===== src/rtl/arm_pkg.sv =====
// Shared encodings for the single-cycle ARM core: opcodes, funct/class/shift fields,
// loader FSM states and a word-packing helper.
package arm_pkg;

  typedef enum logic [3:0] {
    OP_ADD = 4'd0,
    OP_SUB = 4'd1,
    OP_AND = 4'd2,
    OP_ORR = 4'd3,
    OP_CMP = 4'd4,
    OP_LSL = 4'd5,
    OP_LSR = 4'd6,
    OP_STR = 4'd7,
    OP_LDR = 4'd8
  } opcode_e;

  localparam logic [5:0] FN_ADD   = 6'b001000;
  localparam logic [5:0] FN_SUB   = 6'b000100;
  localparam logic [5:0] FN_AND   = 6'b000000;
  localparam logic [5:0] FN_ORR   = 6'b011000;
  localparam logic [5:0] FN_CMP   = 6'b010101;
  localparam logic [5:0] FN_SHIFT = 6'b011010;
  localparam logic [5:0] FN_STR   = 6'b011000;
  localparam logic [5:0] FN_LDR   = 6'b011001;

  localparam logic [1:0] CLS_DP  = 2'b00;
  localparam logic [1:0] CLS_MEM = 2'b01;
  localparam logic [1:0] SH_LSL  = 2'b00;
  localparam logic [1:0] SH_LSR  = 2'b01;

  localparam logic [3:0] COND_AL = 4'b1110;

  typedef enum logic [1:0] {
    ST_LOAD,
    ST_WRITE,
    ST_RUN
  } state_e;

  // Layout: [31:28] cond, [27:26] class, [25:20] funct, [19:16] Rn, [15:12] Rd, [11:0] low
  function automatic logic [31:0] pack_word(input logic [3:0]  cond,
                                            input logic [1:0]  cls,
                                            input logic [5:0]  fn,
                                            input logic [3:0]  rn,
                                            input logic [3:0]  rd,
                                            input logic [11:0] low);
    return {cond, cls, fn, rn, rd, low};
  endfunction

endpackage


===== src/rtl/arm_instr_encode.sv =====
// Combinational encoder: mnemonic-level request to the 32-bit word the core decodes.
module arm_instr_encode
  import arm_pkg::*;
#(
  parameter logic [3:0] COND = COND_AL
) (
  input  logic [3:0]  op_i,
  input  logic [3:0]  rd_i,
  input  logic [3:0]  rn_i,
  input  logic [3:0]  rm_i,
  input  logic [11:0] imm_i,
  output logic [31:0] word_o,
  output logic        illegal_o
);

  always_comb begin
    word_o    = '0;
    illegal_o = 1'b0;
    case (op_i)
      OP_ADD: word_o = pack_word(COND, CLS_DP, FN_ADD, rn_i, rd_i, {8'h00, rm_i});
      OP_SUB: word_o = pack_word(COND, CLS_DP, FN_SUB, rn_i, rd_i, {8'h00, rm_i});
      OP_AND: word_o = pack_word(COND, CLS_DP, FN_AND, rn_i, rd_i, {8'h00, rm_i});
      OP_ORR: word_o = pack_word(COND, CLS_DP, FN_ORR, rn_i, rd_i, {8'h00, rm_i});
      OP_CMP: word_o = pack_word(COND, CLS_DP, FN_CMP, rn_i, 4'h0, {8'h00, rm_i});
      // Shifts: Rn forced to 0, amount in [11:7], shift type in [6:5]
      OP_LSL: word_o = pack_word(COND, CLS_DP, FN_SHIFT, 4'h0, rd_i,
                                 {imm_i[4:0], SH_LSL, 1'b0, rm_i});
      OP_LSR: word_o = pack_word(COND, CLS_DP, FN_SHIFT, 4'h0, rd_i,
                                 {imm_i[4:0], SH_LSR, 1'b0, rm_i});
      OP_STR: word_o = pack_word(COND, CLS_MEM, FN_STR, rn_i, rd_i, imm_i);
      OP_LDR: word_o = pack_word(COND, CLS_MEM, FN_LDR, rn_i, rd_i, imm_i);
      default: illegal_o = 1'b1;
    endcase
  end

endmodule


===== src/rtl/arm_instr_loader.sv =====
// Loads encoded instructions into instruction memory one word per two cycles,
// holding the core in reset until the last word (or memory end) is written.
module arm_instr_loader
  import arm_pkg::*;
#(
  parameter int unsigned ADDR_W = 6,
  parameter logic [3:0]  COND   = COND_AL
) (
  input  logic              clk,
  input  logic              rst,
  input  logic              in_valid,
  output logic              in_ready,
  input  logic [3:0]        in_op,
  input  logic [3:0]        in_rd,
  input  logic [3:0]        in_rn,
  input  logic [3:0]        in_rm,
  input  logic [11:0]       in_imm,
  input  logic              in_last,
  output logic              imem_we,
  output logic [ADDR_W-1:0] imem_addr,
  output logic [31:0]       imem_wdata,
  output logic              cpu_rst,
  output logic              done,
  output logic              err,
  output logic              overflow,
  output logic [ADDR_W:0]   count
);

  localparam logic [ADDR_W-1:0] ADDR_MAX = '1;

  state_e            state_q, state_d;
  logic              ready_q, ready_d;
  logic              we_q, we_d;
  logic [ADDR_W-1:0] addr_q, addr_d;
  logic [31:0]       wdata_q, wdata_d;
  logic              last_q, last_d;
  logic              cpu_rst_q, cpu_rst_d;
  logic              done_q, done_d;
  logic              err_q, err_d;
  logic              ovf_q, ovf_d;
  logic [ADDR_W:0]   count_q, count_d;

  logic [31:0]       enc_word;
  logic              enc_illegal;

  arm_instr_encode #(.COND(COND)) u_encode (
    .op_i      (in_op),
    .rd_i      (in_rd),
    .rn_i      (in_rn),
    .rm_i      (in_rm),
    .imm_i     (in_imm),
    .word_o    (enc_word),
    .illegal_o (enc_illegal)
  );

  always_comb begin
    state_d = state_q;
    addr_d  = addr_q;
    wdata_d = wdata_q;
    last_d  = last_q;
    err_d   = err_q;
    ovf_d   = ovf_q;
    count_d = count_q;
    case (state_q)
      ST_LOAD: begin
        if (in_valid) begin
          if (enc_illegal) begin
            err_d = 1'b1;
          end else begin
            wdata_d = enc_word;
            last_d  = in_last;
            state_d = ST_WRITE;
          end
        end
      end
      ST_WRITE: begin
        count_d = count_q + (ADDR_W+1)'(1);
        // Address holds at the top word so it never rolls back to 0 without rst
        if (addr_q != ADDR_MAX) addr_d = addr_q + ADDR_W'(1);
        if (last_q) begin
          state_d = ST_RUN;
        end else if (addr_q == ADDR_MAX) begin
          ovf_d   = 1'b1;
          state_d = ST_RUN;
        end else begin
          state_d = ST_LOAD;
        end
      end
      ST_RUN:  state_d = ST_RUN;
      default: state_d = ST_LOAD;
    endcase
    // Outputs decoded from the next state so they leave the block straight from flops
    ready_d   = (state_d == ST_LOAD);
    we_d      = (state_d == ST_WRITE);
    done_d    = (state_d == ST_RUN);
    cpu_rst_d = (state_d != ST_RUN);
  end

  always_ff @(posedge clk) begin
    if (rst) begin
      state_q   <= ST_LOAD;
      ready_q   <= 1'b1;
      we_q      <= 1'b0;
      addr_q    <= '0;
      wdata_q   <= '0;
      last_q    <= 1'b0;
      cpu_rst_q <= 1'b1;
      done_q    <= 1'b0;
      err_q     <= 1'b0;
      ovf_q     <= 1'b0;
      count_q   <= '0;
    end else begin
      state_q   <= state_d;
      ready_q   <= ready_d;
      we_q      <= we_d;
      addr_q    <= addr_d;
      wdata_q   <= wdata_d;
      last_q    <= last_d;
      cpu_rst_q <= cpu_rst_d;
      done_q    <= done_d;
      err_q     <= err_d;
      ovf_q     <= ovf_d;
      count_q   <= count_d;
    end
  end

  assign in_ready   = ready_q;
  assign imem_we    = we_q;
  assign imem_addr  = addr_q;
  assign imem_wdata = wdata_q;
  assign cpu_rst    = cpu_rst_q;
  assign done       = done_q;
  assign err        = err_q;
  assign overflow   = ovf_q;
  assign count      = count_q;

endmodule


===== config.mk =====
export PLATFORM = sky130hd
export DESIGN_NAME = arm_instr_loader
export DESIGN_NICKNAME = d
export VERILOG_FILES = /design/src/rtl/arm_pkg.sv /design/src/rtl/arm_instr_encode.sv /design/src/rtl/arm_instr_loader.sv
export SDC_FILE = /design/constraint.sdc
export NUM_CORES = 1
export LEC_CHECK = 0
export CAP_MARGIN = 20
export CORE_ASPECT_RATIO = 1.4
export CORE_MARGIN = 3
export CORE_UTILIZATION = 39
export CTS_BUF_LIST = sky130_fd_sc_hd__clkbuf_8 sky130_fd_sc_hd__clkbuf_16
export DETAILED_ROUTE_END_ITERATION = 8
export PLACE_DENSITY = 0.72
export SYNTH_ARGS = -nofsm -noshare
export SYNTH_HDL_FRONTEND = slang
export SYNTH_SLANG_ARGS = --single-unit
export TNS_END_PERCENT = 1

===== constraint.sdc =====
create_clock -name clk -period 1.51 [get_ports clk]
set_input_delay 0.302 -clock clk [delete_from_list [all_inputs] [get_ports clk]]
set_output_delay 0.302 -clock clk [all_outputs]
set_load 0.01 [all_outputs]

==> impl_metrics.json <==
{
  "rows": 30,
  "dp_cells": 377,
  "cts.sinks": 49,
  "synth_area_leaders": "dfxtp_1 (48%), nor2_1 (6.9%), xor2_1 (3.4%)",
  "p_int_uw": 2160,
  "synth-seq-cells": 49,
  "hold_viol_final": 0,
  "maxCapViolations": 0,
  "die_h_um": 92.1,
  "fillCellCount": 419,
  "grt_use_total_pct": 18.7,
  "drive_gt1_share_pct": 19.3,
  "cp_max_fo": 8,
  "rsz0062_at_grt": "true",
  "drt_pass1_iterations": 6,
  "antenna_found_initial": 0,
  "clk_latency_ps": 310,
  "num_antenna_cells": 0,
  "drc": 0,
  "ff_latch_area_um2": 987,
  "core_um2": 4990,
  "cts_buffers": 5,
  "final_util_pct": 65.7,
  "critPathCaptureType": "flop",
  "vias": 1978,
  "fin_crit_sh_pct": 99.0,
  "io-pin-count": 83,
  "io_buffers": 79,
  "cts_buffer_depth": 2,
  "crit_arrival_ps": 1690,
  "finalNetCount": 359,
  "htreeDepth": 2,
  "multi_input_area_um2": 1010,
  "yosys.area.top_type": "dfxtp_1",
  "clk_pin_slew_ps": 80,
  "crit_path_start_kind": "flop",
  "p_clk_share_pct": 34.3,
  "finalSetupViolCount": 0,
  "switching_share_pct": 23.8,
  "p_total_uw": 2830,
  "start_util_pct": 41.4,
  "wl_per_cell_um": 13.8,
  "p_sw_uw": 673,
  "finClkSkew_ps": 5.86,
  "min_path_type": "in2reg",
  "fin_crit_ps": 1490,
  "critical_path_class": "reg2reg",
  "required_ps": 1700,
  "avgSynthCellArea_um2": 9.30,
  "synth_top_area_share_pct": 47.5,
  "layout.cells.most_common_list": "dfxtp_1 (44), nor2_1 (37), clkdlybuf4s50_1 (34), buf_4 (28), dlygate4sd2_1 (27)",
  "viasPerCell": 5.07,
  "grt_pass1_vias": 1941,
  "fmax_mhz": 669,
  "final_common_cell": "dfxtp_1",
  "synth_cell_types": 42,
  "ir_worst_vdd_v": 0.000526,
  "postRouteAntennaNets": 0,
  "syn_area_um2": 2060,
  "hold_buffers": 0,
  "fp.dieW_um": 67.5,
  "combPwrFrac_pct": 17.3,
  "root_buffer": "clkbuf_8",
  "drt_iter0_markers": 86,
  "post-dp-hpwl_um": 3870,
  "grt_pass1_wl_um": 9030,
  "die_area_um2": 6210,
  "ys_seq_area_share_pct": 47.5,
  "gr-total-overflow": 0,
  "drt_wl_total_um": 5400,
  "cts_tree": "done",
  "syn-instance-count": 222,
  "p_per_area_nw_per_um2": 863,
  "areaGrowthSynthToFinish_pct": 58.8,
  "yosys_warnings": 0,
  "stdcell_count": 390,
  "seqPwrFrac_pct": 48.4,
  "gp_congestion": 0.735,
  "grt_max_degree": 24,
  "p_leak_uw": 0.00165,
  "status": "finished clean",
  "slew_viol_final": 0
}
## cells by family after synthesis
family / after synthesis / share of synthesized area [%]
AND/OR/NAND/NOR: 86 / 20.8
flip-flops: 49 / 47.5
AO/OA/AOI/OAI: 48 / 17.3
buffers and inverters: 20 / 5.82
XOR/XNOR: 10 / 4.24
multiplexers: 6 / 2.91
adder cells (fa/ha/maj): 2 / 1.21
other: 1 / 0.182
## power groups by stage
stage / sequential, uW / combinational (uW) / clock (uW)
floorplan: 1420 / 196 / 0
global placement: 1400 / 471 / 0
detailed placement: 1400 / 479 / 0
CTS: 1370 / 484 / 1000
global route: 1380 / 534 / 1040
finish: 1370 / 489 / 971
## synth_stat cells
cell type  number
xnor2_1         2
buf_6           3
nand3_1         5
nand2_1        16
and4_1          1
buf_4           5
nand4b_1        1
nor3b_2         1
or3b_4          1
or3_4           1
a222oi_1        6
o221ai_1        1
xor2_1          8
or4b_2          1
or2b_1          1
a21o_4          1
mux2i_1         6
nor2_1         38
or3_1           1
nand2b_1        5
a31oi_1         5
o21bai_1        1
nand4_1         6
a211oi_1        6
and2_1          1
a311oi_1        1
a21oi_1        13
conb_1          1
dfxtp_1        49
buf_1           3
clkbuf_1        5
or4b_1          1
buf_2           3
and3_1          2
nor2b_1         3
o21ai_0         5
and4b_1         1
a22o_1          4
inv_1           1
a21oi_4         2
a22oi_1         3
ha_1            2
## cell type report
class | instances | area share [%]
multi-input cells | 156 | 30.9
clock buffers | 6 | 2.52
flip-flops and latches | 49 | 30.1
inverters | 1 | 0.115
repair buffers | 112 | 32.7
clock inverters | 2 | 1.15
well taps | 64 | 2.44
## sequential cells by signal, summed over array words and instances (netlist names), 2 cells and up
name	cells
imem_wdata	27
count	7
imem_addr	6
state_q	2
## path summary, 6_finish.rpt
kind / depth (start not counted) / endpoint / slack [ps] / startpoint
worst max register to register: 4 / imem_wdata[9] / 20 / state_q[0]
worst min-delay path: 2 / imem_wdata[16] / 320 / rst
worst max-delay path: 4 / imem_wdata[9] / 20 / state_q[0]
worst min register to register: 2 / imem_wdata[19] / 460 / imem_wdata[19]
## worst max-delay path: stages, from the launching register on
cell and delay [ps]:
dfxtp_2 330, or3b_4 430, a21o_4 230, a222oi_1 310, nor2_1 80
## metal layers
metal  up-vias  part of all wire, %  GRT usage, %
li1        988                    -             -
met5         -                    0             0
met2        54                   51          31.4
met3         6                  5.4          3.68
met4         0                  1.9          7.95
met1       930                   41          22.5
## per-stage QoR
step	hold slack [ps]	instance area [um2]	TNS (ps)	setup WS, ps
final	318	3280	0	15.2
after detailed placement	448	3050	-13050	-491
after global placement	442	3050	-11980	-455
after floorplan	428	2070	-792	-78.3
after CTS	317	3200	-40.1	-20.4
after global routing	332	3280	-212	-36.5
## timing repair
action | CTS | global route
buffers inserted | 4 | 0
pin swaps | 5 | 7
setup endpoints to repair | 50 | 42
cloned | 1 | 0
gates resized for setup | 37 | 28
Power figures use the tool's default switching activity.
